==> config.mk <==
export PLATFORM = sky130hd
export DESIGN_NAME = vm_coin_feeder
export DESIGN_NICKNAME = d
export VERILOG_FILES = /design/src/rtl/vm_coin_feeder.sv
export SDC_FILE = /design/constraint.sdc
export NUM_CORES = 1
export LEC_CHECK = 0
export CAP_MARGIN = 20
export CORE_UTILIZATION = 40
export DETAILED_ROUTE_END_ITERATION = 8
export GPL_TIMING_DRIVEN = 0
export PLACE_DENSITY = 0.59
export SYNTH_ARGS = -nofsm -noshare
export SYNTH_HDL_FRONTEND = slang
export SYNTH_SLANG_ARGS = --single-unit
==> constraint.sdc <==
create_clock -name clk -period 6.73 [get_ports clk]
set_input_delay 1.346 -clock clk [delete_from_list [all_inputs] [get_ports clk]]
set_output_delay 1.346 -clock clk [all_outputs]
set_load 0.01 [all_outputs]
==> src/rtl/vm_coin_feeder.sv <==
// Customer-side purchase driver for vending_machine: pays for one item with
// coin1/coin2 pulses from a captured budget, then waits for delivery or timeout.
module vm_coin_feeder #(
    parameter int TEA_PRICE    = 2,
    parameter int COFFEE_PRICE = 3,
    parameter int COIN_GAP     = 2,
    parameter int TIMEOUT      = 16
) (
    input  logic       clk,
    input  logic       rst,
    input  logic       start,
    input  logic       sel_item,
    input  logic [3:0] ones_avail,
    input  logic [3:0] twos_avail,
    input  logic [1:0] tea_available,
    input  logic [1:0] coffee_available,
    input  logic       deliver_tea,
    input  logic       deliver_coffee,
    input  logic       change,
    output logic       coin1,
    output logic       coin2,
    output logic       item,
    output logic       busy,
    output logic       done,
    output logic [1:0] result,
    output logic       got_change,
    output logic [4:0] coins_used
);

    typedef enum logic [2:0] {
        IDLE,
        CHECK,
        INSERT,
        GAP,
        WAIT_DLV,
        FINISH
    } state_t;

    localparam logic [1:0] RES_OK       = 2'b00;
    localparam logic [1:0] RES_SOLD_OUT = 2'b01;
    localparam logic [1:0] RES_NO_FUNDS = 2'b10;
    localparam logic [1:0] RES_TIMEOUT  = 2'b11;

    localparam logic [2:0] TEA_P    = 3'(TEA_PRICE);
    localparam logic [2:0] COFFEE_P = 3'(COFFEE_PRICE);
    localparam logic [3:0] GAP_LAST = 4'(COIN_GAP - 1);
    localparam logic [7:0] TO_LAST  = 8'(TIMEOUT - 1);

    state_t     state, state_nxt;

    logic       coin1_nxt, coin2_nxt, item_nxt, busy_nxt, done_nxt;
    logic [1:0] result_nxt;
    logic       got_change_nxt;
    logic [4:0] coins_used_nxt;

    logic [3:0] ones_q, twos_q, ones_nxt, twos_nxt;
    logic [2:0] rem_q, rem_nxt;
    logic [3:0] gap_cnt, gap_nxt;
    logic [7:0] wait_cnt, wait_nxt;

    logic       go_insert;
    logic       pick_two;
    logic       dlv_hit;
    logic       stock_zero;
    logic [5:0] funds;

    assign funds      = {1'b0, twos_q, 1'b0} + {2'b00, ones_q};
    // Overpay with a coin2 only when no coin1 is left to settle the last unit.
    assign pick_two   = ((rem_q >= 3'd2) && (twos_q != 4'd0)) || (ones_q == 4'd0);
    assign dlv_hit    = item ? deliver_tea : deliver_coffee;
    assign stock_zero = item ? (tea_available == 2'd0) : (coffee_available == 2'd0);

    always_comb begin
        state_nxt      = state;
        coin1_nxt      = 1'b0;
        coin2_nxt      = 1'b0;
        item_nxt       = item;
        busy_nxt       = busy;
        done_nxt       = 1'b0;
        result_nxt     = result;
        got_change_nxt = got_change;
        coins_used_nxt = coins_used;
        ones_nxt       = ones_q;
        twos_nxt       = twos_q;
        rem_nxt        = rem_q;
        gap_nxt        = gap_cnt;
        wait_nxt       = wait_cnt;
        go_insert      = 1'b0;

        if (change && (state inside {INSERT, GAP, WAIT_DLV, FINISH}))
            got_change_nxt = 1'b1;

        case (state)
            IDLE: begin
                if (start) begin
                    state_nxt      = CHECK;
                    busy_nxt       = 1'b1;
                    item_nxt       = sel_item;
                    ones_nxt       = ones_avail;
                    twos_nxt       = twos_avail;
                    rem_nxt        = sel_item ? TEA_P : COFFEE_P;
                    result_nxt     = RES_OK;
                    got_change_nxt = 1'b0;
                    coins_used_nxt = 5'd0;
                end
            end
            CHECK: begin
                if (stock_zero) begin
                    state_nxt  = FINISH;
                    done_nxt   = 1'b1;
                    result_nxt = RES_SOLD_OUT;
                end else if (funds < {3'b000, rem_q}) begin
                    state_nxt  = FINISH;
                    done_nxt   = 1'b1;
                    result_nxt = RES_NO_FUNDS;
                end else begin
                    go_insert = 1'b1;
                end
            end
            INSERT: begin
                if (rem_q == 3'd0) begin
                    if (TIMEOUT == 1) begin
                        state_nxt  = FINISH;
                        done_nxt   = 1'b1;
                        result_nxt = RES_TIMEOUT;
                    end else begin
                        state_nxt = WAIT_DLV;
                        // Counts cycles since the last coin pulse.
                        wait_nxt  = 8'd1;
                    end
                end else if (COIN_GAP == 0) begin
                    go_insert = 1'b1;
                end else begin
                    state_nxt = GAP;
                    gap_nxt   = 4'd0;
                end
            end
            GAP: begin
                if (gap_cnt == GAP_LAST)
                    go_insert = 1'b1;
                else
                    gap_nxt = gap_cnt + 4'd1;
            end
            WAIT_DLV: begin
                if (dlv_hit) begin
                    state_nxt  = FINISH;
                    done_nxt   = 1'b1;
                    result_nxt = RES_OK;
                end else if (wait_cnt == TO_LAST) begin
                    state_nxt  = FINISH;
                    done_nxt   = 1'b1;
                    result_nxt = RES_TIMEOUT;
                end else begin
                    wait_nxt = wait_cnt + 8'd1;
                end
            end
            FINISH: begin
                state_nxt = IDLE;
                busy_nxt  = 1'b0;
            end
            default: begin
                state_nxt = IDLE;
                busy_nxt  = 1'b0;
            end
        endcase

        // The coin is chosen one cycle early so the pulse lines up with INSERT.
        if (go_insert) begin
            state_nxt = INSERT;
            if (pick_two) begin
                coin2_nxt      = 1'b1;
                twos_nxt       = twos_q - 4'd1;
                rem_nxt        = (rem_q > 3'd2) ? (rem_q - 3'd2) : 3'd0;
                coins_used_nxt = coins_used + 5'd2;
            end else begin
                coin1_nxt      = 1'b1;
                ones_nxt       = ones_q - 4'd1;
                rem_nxt        = rem_q - 3'd1;
                coins_used_nxt = coins_used + 5'd1;
            end
        end
    end

    always_ff @(posedge clk or posedge rst) begin
        if (rst) begin
            state      <= IDLE;
            coin1      <= 1'b0;
            coin2      <= 1'b0;
            item       <= 1'b0;
            busy       <= 1'b0;
            done       <= 1'b0;
            result     <= 2'b00;
            got_change <= 1'b0;
            coins_used <= 5'd0;
        end else begin
            state      <= state_nxt;
            coin1      <= coin1_nxt;
            coin2      <= coin2_nxt;
            item       <= item_nxt;
            busy       <= busy_nxt;
            done       <= done_nxt;
            result     <= result_nxt;
            got_change <= got_change_nxt;
            coins_used <= coins_used_nxt;
        end
    end

    // Budget and counters are always loaded before use, so they carry no reset.
    always_ff @(posedge clk) begin
        ones_q   <= ones_nxt;
        twos_q   <= twos_nxt;
        rem_q    <= rem_nxt;
        gap_cnt  <= gap_nxt;
        wait_cnt <= wait_nxt;
    end

endmodule

==> flow_metrics.py <==
metrics = {
    "floorplan": {
        "io_pins": 32,
        "die_area_um2": 6400,
        "row_count": 28,
        "coreArea_um2": 5886,
        "die_w_um": 80,
        "die_h_um": 80,
        "start_util": 0.4135,
    },
    "sta": {
        "holdWs_ps": 479.8,
        "min_period_ps": 2924,
        "fmax_mhz": 342.0,
        "min_period_over_period": 0.4344,
        "tightest_slew_ps": 672.0,
        "hold_viol_final": 0,
        "setup_violations": 0,
        "clock_skew_ps": 7.417,
        "slew_headroom": 0.5515,
        "timing.setup.tns_ps": 0,
        "rsz0062_at_grt": "false",
        "final-max-slew-violation-count": 0,
        "worst_slack_ps": 3806,
    },
    "final_layout": {
        "area_growth_pct": 20.05,
        "final_common_cell": "clkdlybuf4s50_1",
        "finalNetCount": 324,
        "final_cell_mix": "31 x clkdlybuf4s50_1, 28 x nand2_1, 23 x nor2_1",
        "layout-drive-gt1-share": 0.1003,
        "utilization": 0.4964,
        "n_antenna_cell": 0,
    },
    "clocking": {
        "cts_htree_levels": 2,
        "clk-insertion-delay-late_ps": 290,
        "clk_path_buf_depth": 2,
        "root_buffer": "clkbuf_8",
        "hold_buffers": 0,
        "cts_resized": 0,
        "cts_made_buffers": 5,
        "cts_setup_buffers": 0,
        "clkSinkCount": 39,
        "cts_tree": "done",
        "path_clk_slew_ps": 80,
    },
    "drt": {
        "drtIter0Drc": 112,
        "route.vias.total": 1949,
        "vias_per_cell": 5.354,
        "ant_nets": 0,
        "wl_mm": 5.184,
        "first_pass_iters": 4,
        "routedWlPerCell_um": 14.24,
        "drc": 0,
    },
    "grt": {
        "grt_first_pass_wirelength_mm": 9.045,
        "gr-total-overflow": 0,
        "grt_pass1_vias": 1930,
        "track_usage": 0.1857,
        "grt_max_degree": 17,
        "antenna_found_initial": 0,
    },
    "run_status": {
        "status": "finished, final reports clean",
    },
    "setup_path": {
        "cp_max_fo": 8,
        "reg2regPathDepth": 7,
        "crit_arrival_ps": 2860,
        "r2r-end": "rem_q[0]$_DFFE_PP_",
        "slowest_delay_ps": 530,
        "worstPathCellList": "clkdlybuf4s50_1 -> mux2_2 -> a21oi_1 -> a31oi_1 -> nor2_1",
        "setup.worst_path.end": "wait_cnt[6]$_SDFFCE_PN0P_",
        "critPathCaptureType": "register",
        "cpMaxStageDelayCell": "nor2_1",
        "worstSetupStartpoint": "deliver_tea",
        "crit_path_start_kind": "input pin",
        "rrSetupSlack_ps": 3920,
        "worstSetupPathType": "in -> reg",
        "rr_startpoint": "ones_q[1]$_DFF_P_",
        "required_ps": 6660,
    },
    "placed_design": {
        "dp_hpwl_mm": 3.922,
        "place_ws_ps": 3469,
        "gp_congestion": 0.8001,
        "io_buffers": 31,
    },
    "yosys": {
        "yosys_warnings": 0,
        "syn_area_um2": 2434,
        "synth-async-reset-ratio": 0.4103,
        "synthFlopType": "dfrtp_1",
        "synth_area_per_cell_um2": 9.734,
        "synth.distinct_cells": 59,
        "syn_nets": 286,
        "ys_ff_latch": 39,
        "synth_cells": 250,
        "ys_seq_area_frac": 0.4154,
        "synth-edff-count": 15,
    },
    "hold_path": {
        "hp-class": "reg -> reg",
    },
    "pwr": {
        "p_total_uw": 1298,
        "p_leak_uw": 0.001254,
        "peakVddDrop_mv": 0.1907,
        "p_per_area_nw_per_um2": 444.2,
    },
    "run": {
        "drv_cap": 0,
    },
}
==> worst max-delay path, delay by kind of cell <==
kind	cells	cell delay, ps
buffers and inverters	1	390
AND/OR/NAND/NOR	1	530
AO/OA/AOI/OAI	2	290
multiplexers	1	300
==> state kept, by name, summed over array words and instances (netlist names) <==
register and count:
wait_cnt 8, coins_used 5, gap_cnt 4, ones_q 4, twos_q 4, rem_q 3
state 3, result 2, busy 1, coin1 1, coin2 1, done 1
got_change 1, item 1
==> cells in the mapped netlist (2+ instances only) <==
library cell	count	area, um2
and3_1	4	25.02
dfrtp_1	16	400.4
o211ai_1	4	30.03
nor2b_1	2	12.51
o22ai_1	2	12.51
nor2_1	23	86.33
a21oi_1	10	50.05
o21ai_0	7	35.03
a31oi_1	6	37.54
edfxtp_1	15	450.4
nand3_1	10	50.05
buf_4	2	15.01
o221ai_1	3	26.28
nand2b_1	3	18.77
ha_1	16	200.2
xor2_1	5	43.79
mux2_2	2	22.52
clkbuf_1	4	15.01
nor3_1	6	30.03
xnor2_1	5	43.79
o311a_1	2	20.02
buf_2	3	15.01
mux2i_1	10	100.1
inv_2	2	7.510
nand2_1	28	105.1
inv_1	19	71.32
nor4_1	2	12.51
dfxtp_1	8	160.2
==> report_power, final <==
group	total [uW]	internal, uW	switching [uW]	leakage (uW)
registers	446	354	91.5	0.000412
clock network	154	70.9	82.6	0.0000477
logic	698	311	388	0.000795
total	1300	736	562	0.00125
==> worst min-delay path by stage <==
stage | startpoint | end | slack (ps) | depth (start not counted)
global placement | coins_used[4]$_DFFE_PP0P_ | coins_used[4]$_DFFE_PP0P_ | 470 | 1
detailed placement | coins_used[4]$_DFFE_PP0P_ | coins_used[4]$_DFFE_PP0P_ | 480 | 1
floorplan | ones_q[0]$_DFF_P_ | ones_q[0]$_DFF_P_ | 480 | 2
global route | coins_used[4]$_DFFE_PP0P_ | coins_used[4]$_DFFE_PP0P_ | 530 | 1
finish | coins_used[4]$_DFFE_PP0P_ | coins_used[4]$_DFFE_PP0P_ | 480 | 1
CTS | coins_used[4]$_DFFE_PP0P_ | coins_used[4]$_DFFE_PP0P_ | 490 | 1
==> final cells by class <==
type / instances / area [um2]
Clock inverter: 3 / 15.01
Tap cell: 75 / 93.84
Buffer: 10 / 56.30
Inverter: 21 / 78.83
Timing Repair Buffer: 31 / 310.3
Sequential cell: 39 / 1011
Multi-Input combinational cell: 180 / 1287
Fill cell: 563 / 2964
Clock buffer: 5 / 68.82
==> metrics by stage <==
step                      instance area, um2  instances
after detailed placement                2838        356
after global routing                    2922        364
after floorplan                         2434        250
after CTS                               2922        364
after global placement                  2838        356
final                                   2922        364
==> kinds of logic after synthesis <==
| kind of cell | share of synthesized area |
|---|---|
| mux | 0.05501 |
| buf+inv | 0.05552 |
| simple gates | 0.1913 |
| fa+ha+maj | 0.09049 |
| xor+xnor | 0.03599 |
| flops | 0.4154 |
| compound gates | 0.1563 |
==> routing by layer <==
layer | wire length [um] | vias to the layer above | global-route usage | share of wire
li1 | - | 968 | - | -
met1 | 2501 | 929 | 0.2463 | 0.48
met2 | 2390 | 41 | 0.2957 | 0.46
met3 | 180 | 11 | 0.04114 | 0.035
met4 | 112 | 0 | 0.06607 | 0.022
met5 | 0 | - | 0 | 0
Note: power is estimated with default switching activity, not from simulation.
